## config.mk

```make
export PLATFORM = sky130hd
export DESIGN_NAME = serializer
export DESIGN_NICKNAME = d
export VERILOG_FILES = /design/src/rtl/ddr_serdes_pkg.sv /design/src/rtl/serializer_holding_buffer.sv /design/src/rtl/serializer.sv
export SDC_FILE = /design/constraint.sdc
export NUM_CORES = 1
export LEC_CHECK = 0
export ABC_AREA = 1
export ABC_CLOCK_PERIOD_IN_PS = 1900
export CAP_MARGIN = 20
export CELL_PAD_IN_SITES_DETAIL_PLACEMENT = 0
export CELL_PAD_IN_SITES_GLOBAL_PLACEMENT = 2
export CORE_ASPECT_RATIO = 1.25
export CORE_MARGIN = 5
export CORE_UTILIZATION = 32
export DETAILED_ROUTE_END_ITERATION = 8
export GPL_TIMING_DRIVEN = 0
export HOLD_SLACK_MARGIN = 0.03
export PLACE_DENSITY_LB_ADDON = 0.1
export SLEW_MARGIN = 20
export SYNTH_ARGS = -nofsm -noshare
export SYNTH_HDL_FRONTEND = slang
export SYNTH_HIERARCHICAL = 1
export SYNTH_SLANG_ARGS = --single-unit
```

## constraint.sdc

```tcl
create_clock -name high_speed_clock -period 1.9 [get_ports high_speed_clock]
set_clock_uncertainty 0.2 [all_clocks]
set_input_delay 0.57 -clock high_speed_clock [delete_from_list [all_inputs] [get_ports high_speed_clock]]
set_output_delay 0.57 -clock high_speed_clock [all_outputs]
set_load 0.02 [all_outputs]
```

## src/rtl/ddr_serdes_pkg.sv

```systemverilog
// Shared definitions for the DDR serializer/deserializer pair: default
// geometry, the one-bit FSM encoding and the slice-index width helper.
package ddr_serdes_pkg;

   localparam int D_DEFAULT = 8;
   localparam int S_DEFAULT = 4;

   typedef logic [0:0] state_t;

   localparam state_t ST_IDLE  = 1'b0;
   localparam state_t ST_SHIFT = 1'b1;

   // Width of a slice index for a word of `value` slices; never below one bit.
   function automatic int clog2(input int value);
      int w;
      w = 0;
      while ((1 << w) < value) begin
         w = w + 1;
      end
      return (w < 1) ? 1 : w;
   endfunction

endpackage

```

## src/rtl/serializer_holding_buffer.sv

```systemverilog
// One-entry holding register for the serializer: keeps the next word while the
// shifter is still busy with the current one. A push and a pop in the same
// cycle hand the old word out and keep the new one, so order stays FIFO.
module serializer_holding_buffer
   import ddr_serdes_pkg::*;
#(
   parameter int W = D_DEFAULT * S_DEFAULT
) (
   input  logic         i_clk,
   input  logic         i_rst_n,
   input  logic         i_push,
   input  logic [W-1:0] i_word,
   input  logic         i_pop,
   output logic [W-1:0] o_word,
   output logic         o_full
);

   logic [W-1:0] r_word;
   logic         r_full;

   // Capture a pushed word; the full flag drops only on a pop without a push.
   always_ff @(posedge i_clk or negedge i_rst_n) begin
      if (!i_rst_n) begin
         r_word <= '0;
         r_full <= 1'b0;
      end else if (i_push) begin
         r_word <= i_word;
         r_full <= 1'b1;
      end else if (i_pop) begin
         r_full <= 1'b0;
      end
   end

   assign o_word = r_word;
   assign o_full = r_full;

endmodule

```

## src/rtl/serializer.sv

```systemverilog
// Parallel-to-serial converter: one D*S-bit word out as S D-bit slices,
// least-significant slice first, one slice per clock.
// Build option: SERIALIZER_IDLE_PATTERN_EN drives IDLE_PATTERN on data_out
// while idle and in reset; otherwise idle data_out is zero.
//
//   state    | meaning
//   ---------+------------------------------------------------------------
//   ST_IDLE  | no live slice; data_out_valid=0, data_out = idle value
//   ST_SHIFT | emitting slice r_cnt (0..S-1) of the word in r_shift
module serializer
   import ddr_serdes_pkg::*;
#(
   parameter int           D            = D_DEFAULT,
   parameter int           S            = S_DEFAULT,
   parameter logic [D-1:0] IDLE_PATTERN = '0
) (
   input  logic             high_speed_clock,
   input  logic             reset_n,
   input  logic [D*S-1:0]   data_in,
   input  logic             data_in_valid,
   output logic             data_in_ready,
   output logic [D-1:0]     data_out,
   output logic             data_out_valid
);

   localparam int W  = D * S;
   localparam int CW = clog2(S);
   localparam logic [CW-1:0] LAST_SLICE = CW'(S - 1);

`ifdef SERIALIZER_IDLE_PATTERN_EN
   localparam logic [D-1:0] IDLE_VALUE = IDLE_PATTERN;
`else
   // Pattern stays in the parameter list for drop-in compatibility but is masked off.
   localparam logic [D-1:0] IDLE_VALUE = IDLE_PATTERN & {D{1'b0}};
`endif

   state_t        r_state;
   logic [CW-1:0] r_cnt;
   logic [W-1:0]  r_shift;

   logic          w_buf_full;
   logic [W-1:0]  w_buf_word;
   logic          w_accept;
   logic          w_last;
   logic          w_bypass;
   logic          w_push;
   logic          w_pop;

   // Ready is the registered inverse of the buffer flag, so it never depends on data_in_valid.
   assign data_in_ready = !w_buf_full;
   assign w_accept      = data_in_valid && !w_buf_full;
   assign w_last        = (r_state == ST_SHIFT) && (r_cnt == LAST_SLICE);

   // A new word goes straight to the shifter when the shifter is free at the next edge
   // and nothing older is waiting; otherwise it parks in the holding buffer.
   assign w_bypass = w_accept && ((r_state == ST_IDLE) || (w_last && !w_buf_full));
   assign w_push   = w_accept && !w_bypass;
   assign w_pop    = w_last && w_buf_full;

   serializer_holding_buffer #(
      .W (W)
   ) u_hold (
      .i_clk   (high_speed_clock),
      .i_rst_n (reset_n),
      .i_push  (w_push),
      .i_word  (data_in),
      .i_pop   (w_pop),
      .o_word  (w_buf_word),
      .o_full  (w_buf_full)
   );

   // FSM, slice counter and shifter: load on accept or drain, shift by D otherwise.
   always_ff @(posedge high_speed_clock or negedge reset_n) begin
      if (!reset_n) begin
         r_state <= ST_IDLE;
         r_cnt   <= '0;
         r_shift <= '0;
      end else if (r_state == ST_IDLE) begin
         r_cnt <= '0;
         if (w_bypass) begin
            r_shift <= data_in;
            r_state <= ST_SHIFT;
         end
      end else begin
         if (w_last) begin
            r_cnt <= '0;
            if (w_pop) begin
               // Buffered word is older than anything arriving now.
               r_shift <= w_buf_word;
            end else if (w_bypass) begin
               r_shift <= data_in;
            end else begin
               r_shift <= '0;
               r_state <= ST_IDLE;
            end
         end else begin
            r_cnt   <= r_cnt + CW'(1);
            r_shift <= r_shift >> D;
         end
      end
   end

   // Outputs come straight from registers; idle slots carry the idle value.
   always_comb begin
      data_out_valid = (r_state == ST_SHIFT);
      data_out       = IDLE_VALUE;
      if (r_state == ST_SHIFT) begin
         data_out = r_shift[D-1:0];
      end
   end

endmodule

```

==> flow_summary.json <==
{
  "post-route-period-util": 0.9949,
  "power_mw": 6.916,
  "grt_use_total": 0.1585,
  "p_leak_nw": 2.144,
  "ios": 45,
  "intPower_mw": 4.297,
  "ys.warnings.count": 6,
  "fmax_mhz": 529.0,
  "grt_max_degree": 39,
  "grt_pass1_vias": 2718,
  "relSlewSlack": 0.7074,
  "period_minus_slack_ps": 1890,
  "crit_fanout": 5,
  "overflow": 0,
  "drive_above_1_share": 0.1996,
  "routed_wirelength_mm": 9.076,
  "crit_slowest_cell": "dfrtp_2",
  "p_sw_mw": 2.619,
  "syn_area_per_cell_um2": 8.131,
  "die_x_um": 100.1,
  "seq_area_frac_synth": 0.5245,
  "startpoint_type": "register",
  "cap_violations": 0,
  "start_util": 0.3243,
  "clk_transition_reported_paths_ps": 50,
  "insertion_delay_ps": 330,
  "post-synth-top-area-fraction": 0.5245,
  "synthXorXnorAreaFrac": 0,
  "drt_iter0_drc": 101,
  "ant_nets": 0,
  "fin_ws_ps": 9.725,
  "hold_violations": 0,
  "root_buffer": "clkbuf_16",
  "cts_tree": "built",
  "drt-wirelength-per-cell_um": 15.25,
  "post-place-ws_ps": -407.6,
  "grt_first_pass_wirelength_mm": 14.59,
  "ys_seq_elements": 68,
  "synth_simple_gate_area_share": 0.3398,
  "ir_drop_mv": 0.5964,
  "die-area_um2": 12260,
  "vias": 2720,
  "dp_hpwl_mm": 6.180,
  "place_congestion": 0.7734,
  "worst_setup_path_end_kind": "output pin",
  "cpPeakStageDelay_ps": 430,
  "crit_top_cell": "buf_6",
  "crit_type": "register to output pin",
  "insertedDiodeCount": 0,
  "cts_made_buffers": 9,
  "hold_path.class": "register to register",
  "slew_viol_final": 0,
  "worst_ep_arrival_time_ps": 1120,
  "cts.path.max_buffers": 2,
  "crit_start": "data_out_valid",
  "drcViolationCount": 0,
  "die_height_um": 122.6,
  "final-setup-viol-count": 0,
  "rsz0062_at_grt": "true",
  "syn_area_um2": 3244,
  "synth_cell_type_count": 26,
  "cts-htree-levels": 3,
  "fill_cells": 1049,
  "area_growth_pct": 31.89,
  "layout_common_cells": "nand2_1, dfrtp_1, clkdlybuf4s50_1",
  "seqPwrFrac": 0.357,
  "power.share.clock": 0.233,
  "final_core_util": 0.4278,
  "rows": 41,
  "power_frac_comb": 0.410,
  "synthTopCellsByArea": "dfrtp_1, nand2_1, buf_6",
  "synth_top_family_by_area": "simple AND/OR/NAND/NOR gates",
  "worstPathCellList": "buf_6 > nand2_2 > inv_2 > buf_6",
  "viasPerCell": 4.571,
  "syn-instance-count": 399,
  "antenna_found_initial": 0,
  "min_from": "r_cnt[0]",
  "first_pass_iters": 4,
  "synth_fp_nets": 435,
  "synthMuxAreaShare": 0,
  "synthAdderAreaFrac": 0.003857,
  "layout_commonest_cell": "nand2_1",
  "outcome": "finished clean",
  "nets": 498,
  "rr_startpoint": "r_cnt[0]",
  "core_um2": 10000,
  "tightest_slew_ps": 438.9,
  "io_buffers": 44,
  "cts.sinks": 68,
  "required_ps": 1130,
  "p_sw_frac": 0.3787,
  "power_density_nw_per_um2": 1616,
  "synth_compound_area_frac": 0.03702,
  "synth_top_cell_by_area": "dfrtp_1"
}
synth_stat cells, drive strengths merged:
master / number
a21oi: 8
a22oi: 5
buf: 15
clkbuf: 3
clkinv: 1
dfrtp: 68
ha: 1
inv: 27
nand2: 219
nand3: 14
nand4: 14
nor2: 19
o211ai: 2
o21ai: 2
or2: 1
critical path, delay by kind of cell (launching register included):
kind          cells  cell delay [ps]
buf+inv           3              300
flops             1              430
simple gates      1               60
final timing paths:
path,to,slack [ps],depth (start not counted)
min,r_cnt[0],250,1
min in group asynchronous,r_shift[2],520,2
max,data_out[1],10,4
min reg2reg,r_cnt[0],250,1
max reg2reg,u_hold/o_word[7],140,10
max in group asynchronous,u_hold/o_full,410,3
power by group through the flow:
| stage | Sequential [mW] | Combinational, mW | Clock, mW |
|---|---|---|---|
| after global placement | 2.48 | 2.62 | 0 |
| after CTS | 2.45 | 2.69 | 1.65 |
| after floorplan | 2.41 | 1.80 | 0 |
| after detailed placement | 2.49 | 2.66 | 0 |
| final | 2.47 | 2.83 | 1.61 |
| after global routing | 2.55 | 3.19 | 1.70 |
registers in the layout (all words and copies together) (netlist names):
register	count
u_hold/o_full	1
u_hold/o_word	32
data_out_valid	1
r_cnt	2
r_shift	32
per-layer routing:
layer | track usage | part of all wire
met1 | 0.2109 | 0.46
met2 | 0.2496 | 0.47
met3 | 0.03013 | 0.040
met4 | 0.07329 | 0.023
met5 | 0 | 0
cell families after synthesis:
logic type,count (synthesis)
fa+ha+maj,1
simple gates,267
buf+inv,46
compound gates,17
flops,68
cell type report:
type,instances,area (um2),area share
Buffer,18,205.2,0.04795
Clock buffer,14,284.0,0.06637
Clock inverter,1,5.005,0.001170
Inverter,28,121.4,0.02836
Multi-Input combinational cell,285,1275,0.2980
Sequential cell,68,1704,0.3982
Tap cell,129,161.4,0.03772
Timing Repair Buffer,52,523.0,0.1222
per-stage QoR:
stage	cell area (um2)	setup TNS, ps	hold slack [ps]	instances
finish	4279	0	245.7	595
global route	4279	-188.6	259.8	595
CTS	4163	-31.02	238.6	592
detailed placement	3864	-20340	223.3	573
global placement	3846	-194210	222.6	572
floorplan	3244	0	74.41	399
timing repair:
action | CTS | global route
buffers inserted | 3 | 2
setup endpoints to repair | 49 | 58
pin swaps | 0 | 0
gates resized for setup | 47 | 40
gates cloned | 0 | 1
hold buffers | 1 | 0
hold endpoints to repair | 30 | 0
Power figures use the tool's default switching activity.
==> variant (same settings) <==
Change the package constant `S_DEFAULT` from 4 to 2.
--- a/src/rtl/ddr_serdes_pkg.sv
+++ b/src/rtl/ddr_serdes_pkg.sv
@@ -3,7 +3,7 @@
 package ddr_serdes_pkg;
 
    localparam int D_DEFAULT = 8;
-   localparam int S_DEFAULT = 4;
+   localparam int S_DEFAULT = 2;
 
    typedef logic [0:0] state_t;
 
Interface: changed (resized data_in); port bits go from 45 to 29. The function was not compared with the original's and may differ.
==> variant against the unedited design <==
Final area is 51% lower; worst setup slack gained 0.033 ns; sequential cell count is 33 lower; global-route usage is 2.1 points lower; wire length fell by 55%; maximum frequency increased by 1.8%; combinational power fell by 51%; critical path depth unchanged; area after synthesis down 49%; power down 54%.
==> variant: results <==
metrics = {
    "timing": {
        "setup_slack_ns": 0.0423,
        "worst_pin_slew_ns": 0.480,
    },
    "power_and_ir_drop": {
        "peakVddDrop_mv": 0.497,
        "pwr_density_cell_nw_per_um2": 1520,
        "p_leak_nw": 1.12,
    },
    "yosys": {
        "async_reset_ff_share_pct": 100,
        "synthesis.nets": 230,
        "yosys.cell_types.count": 20,
        "seq_area_frac_synth_pct": 53.0,
        "syn_inst": 211,
        "synth_common_cells": "115 x nand2_1, 35 x dfrtp_1, 11 x inv_1",
    },
    "clocking": {
        "h-tree-depth": 2,
        "clkTransAtPathRegs_ns": 0.07,
        "root_buffer": "clkbuf_8",
        "cts_made_buffers": 5,
        "cts_sinks": 35,
        "clock_latency_ns": 0.28,
    },
    "layout": {
        "signal_buffers": 39,
        "clkCellAreaFrac_pct": 3.86,
        "nClkBuffers": 7,
        "layout-drive-gt1-share_pct": 17.1,
        "buffer_area_share_pct": 17.1,
        "multi_input_area_share_pct": 30.6,
        "inv_count": 16,
        "comb.multi_input.count": 153,
        "final_nets": 269,
        "sh_seq_area_pct": 41.5,
    },
    "grt": {
        "grt_max_degree": 19,
        "grt_pass1_wl_mm": 7.11,
        "grt_usage_pct": 13.7,
        "grt_pass1_vias": 1458,
    },
    "placement": {
        "io_buffers": 28,
        "dp_hpwl_mm": 3.00,
        "place_area_um2": 2030,
        "numPlacedInstances": 302,
        "gp_routability_congestion": 0.825,
        "post-place-ws_ns": -0.265,
    },
    "worst_setup_path": {
        "crit_end": "data_out[7]",
        "r2r_cells": 7,
        "r2r_end": "r_shift[14]",
        "rr_startpoint": "data_out_valid",
        "crit_fanout": 10,
        "slowest_delay_ns": 0.40,
        "crit_arrival_ns": 1.09,
        "crit_path_top_delay_cell": "dfrtp_1",
        "reg2reg_slack_ns": 0.34,
    },
    "outcome": {
        "status": "finished, final reports clean",
    },
    "routing": {
        "wirelength_mm": 4.10,
        "drt-initial-drc-count": 40,
        "vias": 1375,
    },
    "min_path": {
        "hold_class": "in2async",
    },
}
[variant: per-stage QoR]
step                hold slack [ns]  util (%)  total power, W  setup TNS [ns]
floorplan                    0.0744         -         0.00221               0
global placement              0.256      39.8         0.00272          -37.37
detailed placement            0.259      40.3         0.00274           -6.86
CTS                          0.0476      41.4         0.00323               0
global route                 0.0672      41.8         0.00351         -0.0528
finish                       0.0394      41.8         0.00320               0
[variant: worst min-delay path by stage]
stage	start	to	slack [ns]
final	reset_n	u_hold/o_full	0.04
after global routing	reset_n	r_shift[12]	0.07
after CTS	reset_n	u_hold/o_full	0.05
after detailed placement	u_hold/o_word[8]	u_hold/o_word[8]	0.26
after global placement	u_hold/o_word[0]	u_hold/o_word[0]	0.26
after floorplan	reset_n	data_out_valid	0.07
[variant: timing repair]
action	4_1_cts	5_1_grt
gates resized for setup	39	9
setup buffers	1	2
endpoints found under the setup margin	10	14
[variant: worst reg2reg max path, stage by stage (launching register included)]
cell and delay, ns:
dfrtp_1 0.40, buf_4 0.16, inv_2 0.10, nand2_2 0.11
inv_2 0.15, buf_2 0.24, nand2_1 0.08, nand3_1 0.07
[variant: where the power goes]
part,internal [W],switching [W],total [W],leakage (nW)
Clock,0.000257,0.000261,0.000518,0.0422
Combinational,0.000543,0.000848,0.00139,0.638
Sequential,0.00109,0.000200,0.00129,0.443
[variant: per-layer routing]
layer,up-vias,track usage [%],routed length (um)
met5,-,0,0
met4,0,4.01,46
met3,7,3.34,174
met2,23,22.9,2010
met1,618,17.3,1870
li1,727,-,-
[variant: kinds of logic (layout without fill, tap and decap cells)]
family,Yosys count,count (layout),share of synthesized area [%]
buffers and inverters,23,63,8.03
AO/OA/AOI/OAI,5,5,1.59
AND/OR/NAND/NOR,148,148,37.3
flip-flops,35,35,53.0
